File: src/rtl/regfile_commit.sv
`default_nettype none
// ============================================================================
// Module   : regfile_commit
// Purpose  : Architectural integer register file and commit point at the sink
//            end of the writeback interface. Accepts one retire bundle per
//            cycle, provides two combinational read ports with same-cycle
//            bypass, and tracks commit info for the difftest harness. A
//            committed ebreak halts the core until reset.
// Ports    : clock, reset (async, active-high)
//            wb_*            retire bundle from writeback (always accepted
//                            while running, no back-pressure)
//            raddr1/rdata1,
//            raddr2/rdata2   combinational read ports to decode
//            commit_valid/commit_pc/commit_cnt   registered commit info
//            halted/halt_pc/halt_code            halt status (a0 at ebreak)
// Revision : 1.0 - initial release
// ============================================================================
module regfile_commit #(
  parameter  int XLEN  = 32,
  parameter  int NREG  = 32,
  parameter  int CNT_W = 64,
  localparam int AW    = $clog2(NREG)
) (
  input  logic            clock,
  input  logic            reset,
  input  logic            wb_valid,
  input  logic [XLEN-1:0] wb_pc,
  input  logic            wb_rf_we,
  input  logic [AW-1:0]   wb_rf_waddr,
  input  logic [XLEN-1:0] wb_rf_wdata,
  input  logic            wb_is_break,
  input  logic [AW-1:0]   raddr1,
  output logic [XLEN-1:0] rdata1,
  input  logic [AW-1:0]   raddr2,
  output logic [XLEN-1:0] rdata2,
  output logic            commit_valid,
  output logic [XLEN-1:0] commit_pc,
  output logic [CNT_W-1:0] commit_cnt,
  output logic            halted,
  output logic [XLEN-1:0] halt_pc,
  output logic [XLEN-1:0] halt_code
);

  typedef enum logic [0:0] {
    RUN  = 1'b0,
    HALT = 1'b1
  } state_t;

  localparam logic [AW-1:0]    A0_IDX  = AW'(10);
  localparam logic [CNT_W-1:0] CNT_ONE = {{(CNT_W-1){1'b0}}, 1'b1};

  state_t state_q, state_d;

  logic [XLEN-1:0]  regs_q [NREG];
  logic             commit_valid_q;
  logic [XLEN-1:0]  commit_pc_q;
  logic [CNT_W-1:0] commit_cnt_q;
  logic [XLEN-1:0]  halt_pc_q;
  logic [XLEN-1:0]  halt_code_q;

  logic             accept;
  logic             wr_en;
  logic [XLEN-1:0]  a0_next;

  // Bundles are only consumed while running; in HALT everything is dropped,
  // which also disables the bypass path.
  assign accept = wb_valid && (state_q == RUN);
  assign wr_en  = accept && wb_rf_we && (wb_rf_waddr != '0);

  // a0 as it will be after this cycle's commit, so an ebreak that writes
  // x10 reports its own result.
  assign a0_next = (wr_en && (wb_rf_waddr == A0_IDX)) ? wb_rf_wdata : regs_q[A0_IDX];

  // --------------------------------------------------------------------------
  // State machine
  // --------------------------------------------------------------------------
  always_comb begin
    state_d = state_q;
    case (state_q)
      RUN:     if (accept && wb_is_break) state_d = HALT;
      HALT:    state_d = HALT;
      default: state_d = RUN;
    endcase
  end

  always_ff @(posedge clock or posedge reset) begin
    if (reset) begin
      state_q <= RUN;
    end else begin
      state_q <= state_d;
    end
  end

  // --------------------------------------------------------------------------
  // Register file and commit tracking
  // --------------------------------------------------------------------------
  always_ff @(posedge clock or posedge reset) begin
    if (reset) begin
      for (int i = 0; i < NREG; i++) begin
        regs_q[i] <= '0;
      end
      commit_valid_q <= 1'b0;
      commit_pc_q    <= '0;
      commit_cnt_q   <= '0;
      halt_pc_q      <= '0;
      halt_code_q    <= '0;
    end else begin
      if (wr_en) begin
        regs_q[wb_rf_waddr] <= wb_rf_wdata;
      end
      commit_valid_q <= accept;
      if (accept) begin
        commit_pc_q  <= wb_pc;
        commit_cnt_q <= commit_cnt_q + CNT_ONE;
      end
      if (accept && wb_is_break) begin
        halt_pc_q   <= wb_pc;
        halt_code_q <= a0_next;
      end
    end
  end

  // --------------------------------------------------------------------------
  // Read ports: x0 is hard zero, then bypass of the in-flight write.
  // --------------------------------------------------------------------------
  always_comb begin
    rdata1 = regs_q[raddr1];
    if (raddr1 == '0) begin
      rdata1 = '0;
    end else if (wr_en && (wb_rf_waddr == raddr1)) begin
      rdata1 = wb_rf_wdata;
    end
  end

  always_comb begin
    rdata2 = regs_q[raddr2];
    if (raddr2 == '0) begin
      rdata2 = '0;
    end else if (wr_en && (wb_rf_waddr == raddr2)) begin
      rdata2 = wb_rf_wdata;
    end
  end

  assign commit_valid = commit_valid_q;
  assign commit_pc    = commit_pc_q;
  assign commit_cnt   = commit_cnt_q;
  assign halted       = (state_q == HALT);
  assign halt_pc      = halt_pc_q;
  assign halt_code    = halt_code_q;

endmodule
`default_nettype wire
File: config.mk
export PLATFORM = sky130hd
export DESIGN_NAME = regfile_commit
export DESIGN_NICKNAME = d
export VERILOG_FILES = /design/src/rtl/regfile_commit.sv
export SDC_FILE = /design/constraint.sdc
export NUM_CORES = 2
export LEC_CHECK = 0
export BUFFER_PORTS_ARGS = -buffer_cell sky130_fd_sc_hd__clkbuf_2
export CAP_MARGIN = 20
export CORE_UTILIZATION = 60
export CTS_CLUSTER_DIAMETER = 80
export DETAILED_ROUTE_END_ITERATION = 6
export PLACE_DENSITY_LB_ADDON = 0.2
export SLEW_MARGIN = 10
export SYNTH_ARGS = -nofsm -noshare
export SYNTH_HDL_FRONTEND = slang
export SYNTH_SLANG_ARGS = --single-unit
File: constraint.sdc
create_clock -name clock -period 92.2 [get_ports clock]
set_input_delay 4.61 -clock clock [delete_from_list [all_inputs] [get_ports clock]]
set_output_delay 4.61 -clock clock [all_outputs]
set_load 0.01 [all_outputs]
==> reports/results.tsv <==
stage	metric	value	unit
run_status	outcome	completed	
setup_path	crit_arrival	8500	ps
logic_synthesis	synth_top_area_frac	0.483	
logic_synthesis	synth-edff-count	0	
route	drtIter0Drc	4265	
flow_run	maxCapViolations	0	
floorplan	rows	117	
sta	holdWs	392	ps
sta	layout_worst_path_cycle_share	0.142	
power	clkPwrFrac	0.417	
logic_synthesis	yosys-top-cells-area	dfrtp_1 48%, mux4_2 18%, mux2_2 18%	
layout	finish.instance_area	0.0682	sq mm
logic_synthesis	synth_cells	4346	
clock_tree	post_cts_buffers	0	
setup_path	endpoint_kind	output port	
power	p_total	1.31	mW
clock_tree	tritoncts	done	
setup_path	worst_setup_path_start_kind	primary input	
layout	fin_cells	5887	
sta	rsz0062_at_grt	no	
clock_tree	cts_resized	0	
placement	portBuffers	309	
setup_path	crit_path_start	raddr1[0]	
floorplan	dieWidth	322	um
sta	finalCriticalPeriod	13110	ps
logic_synthesis	syn_area	0.0615	sq mm
sta	drv_slew	0	
clock_tree	clockBufferDepth	3	
clock_tree	hold_buffers	0	
placement	gp_congestion	0.835	
global_routing	grtUsageTotal	0.361	
setup_path	cp_max_fo	50	
setup_path	r2r-start	halted$_DFF_PP0_	
power	p_comb_frac	0.131	
route	wl_per_cell	31.1	um
clock_tree	clock_latency	740	ps
sta	worst_pin_slew	1260	ps
floorplan	dieArea	0.104	sq mm
setup_path	cp.required	87590	ps
route	vias_per_cell	6.94	
global_routing	first_global_vias	41387	
setup_path	slowest_stage	buf_4	
clock_tree	cts.sinks	1186	
sta	slew_headroom	0.160	
power	max-vdd-ir-drop	0.0170	mV
power	p_sw_frac	0.255	
clock_tree	clockRootBuffer	clkbuf_16	
clock_tree	cts_buffers	132	
power	powerDensity	19.2	mW/mm^2
placement	dp_hpwl	103000	um
logic_synthesis	yosysWarnings	0	
route	drt-pass1-iter-count	5	
power	p_leak	32.0	nW
logic_synthesis	ys_seq_area_frac	0.483	
sta	setup_tns	0	ps
logic_synthesis	ys_seq_elements	1186	
logic_synthesis	synth.avg_cell_area	14.1	sq um
route	route.detailed.drc	0	
power	p_sw	335	uW
global_routing	antenna_found_initial	8	
logic_synthesis	ys_types	63	
logic_synthesis	yosys.area.top_type	dfrtp_1	
layout	multiInputGateArea	0.0299	sq mm
power	seq_power_share	0.452	
setup_path	max_stage_delay	840	ps
global_routing	grt_max_degree	175	
route	routed_wl	183000	um
floorplan	dieHeight	322	um
hold_path	hp-start	regs_q[998]$_DFFE_PP0P_	
clock_tree	clkSlewWorstSetupHoldPaths	60	ps
layout	drive_gt1_frac	0.472	
layout	nNetsFinal	4510	
sta	fmax	76.3	MHz
global_routing	gr-total-overflow	0	
layout	area_growth	11.0	%
sta	skew	19.7	ps
sta	report.final.hold_viol_count	0	
floorplan	start_util	0.604	
clock_tree	htreeDepth	4	
sta	setup_viol	0	
placement	dpl.cell_count	5657	
setup_path	worstPathCellList	buf_8 > buf_4 > buf_4 > mux4_2 > mux4_2 > o22ai_1 > nor2_1 > clkbuf_2	
layout	seq_area	0.0297	sq mm
placement	place_area	0.0637	sq mm
route	num_vias	40864	
floorplan	ios	310	
logic_synthesis	syn-num-nets	4431	
power	p_int	977	uW
setup_path	critPathKind	in -> out	
logic_synthesis	synth_flop_cell	dfrtp_1	
floorplan	core_area	0.102	sq mm
logic_synthesis	ys_async_sr_fraction	1.00	
hold_path	hp-class	reg -> reg	
route	ant_nets	0	
global_routing	grt_pass1_wl	274000	um
layout	fill_cells	7193	
power by group through the flow:
stage | combinational, mW | clock (mW) | sequential (mW)
CTS | 0.172 | 0.553 | 0.592
finish | 0.172 | 0.548 | 0.593
detailed placement | 0.171 | 0 | 0.601
global placement | 0.168 | 0 | 0.598
floorplan | 0.112 | 0 | 0.602
global route | 0.184 | 0.574 | 0.598
per-stage QoR:
stage	utilization	worst slack (ps)
2_1_floorplan	-	54180
3_3_place_gp	0.626	79040
3_5_place_dp	0.626	79020
4_1_cts	0.670	79010
5_1_grt	0.671	78810
6_report	0.671	79090
cell usage after synthesis, drive strengths merged (45+ instances only):
cell type	instances
o21ai	149
mux2	987
clkbuf	295
a211oi	55
dfrtp	1186
mux4	497
xnor2	54
a21oi	71
mux2i	154
buf	162
nor2b	50
nand2	286
a221oi	45
nor2	74
cells by family (layout without fill, tap and decap cells):
group                      Yosys count  count (layout)  share of synthesized area
adders and majority gates            1               1                   0.000203
DFF                               1186            1186                      0.483
AOI/OAI and AO/OA                  427             427                     0.0438
xor gates and xnor gates            73              73                     0.0105
other                                0               1                          0
muxes                             1638            1638                      0.388
and+or+nand+nor                    551             551                     0.0425
buffers and inverters              470             642                     0.0325
final timing paths:
check | end | slack [ps] | cells after the start
max | rdata1[3] | 79090 | 8
min | regs_q[998]$_DFFE_PP0P_ | 390 | 0
max reg2reg | halt_code[8]$_DFFE_PP0P_ | 88320 | 6
min reg2reg | regs_q[998]$_DFFE_PP0P_ | 390 | 0
max in group asynchronous | commit_cnt[27]$_DFFE_PP0N_ | 84230 | 6
min in group asynchronous | halt_code[12]$_DFFE_PP0P_ | 3990 | 2
registers in the layout, summed over array words and instances, names as in the netlist:
register / flops
commit_cnt: 64
commit_pc: 32
commit_valid: 1
halt_code: 32
halt_pc: 32
halted: 1
regs_q: 1024
layout make-up:
cell class / count / share of cell area
Clock buffer: 191 / 0.0584
Multi-Input combinational cell: 2690 / 0.439
Inverter: 13 / 0.000862
Tap cell: 1368 / 0.0251
Antenna cell: 1 / 0.0000367
Clock inverter: 36 / 0.00737
Timing Repair Buffer: 402 / 0.0346
Sequential cell: 1186 / 0.435
layer usage:
layer,track usage,routed length [um],vias up,part of all wire
li1,-,-,16588,-
met1,0.506,72800,21771,0.40
met2,0.548,85400,2099,0.47
met3,0.0920,18200,400,0.099
met4,0.133,6860,6,0.037
met5,0,39,-,0.00021
cells in the final DEF (no fill, tap or decap), types with 45 or more instances in the layout:
master     instances
a221oi_1          45
o21ai_0          149
clkbuf_16        139
buf_4             90
clkbuf_2         301
nand2_1          259
mux2_2           977
a211oi_1          55
mux4_2           497
mux2i_1          154
dfrtp_1         1186
a21oi_1           71
xnor2_1           53
nor2_1            73
critical path: cells and delay by family:
family	cells	cell delay (ps)
compound gates	1	430
buf+inv	4	2150
mux	2	1100
simple gates	1	120
No activity file was read; power rests on OpenSTA's default activity.
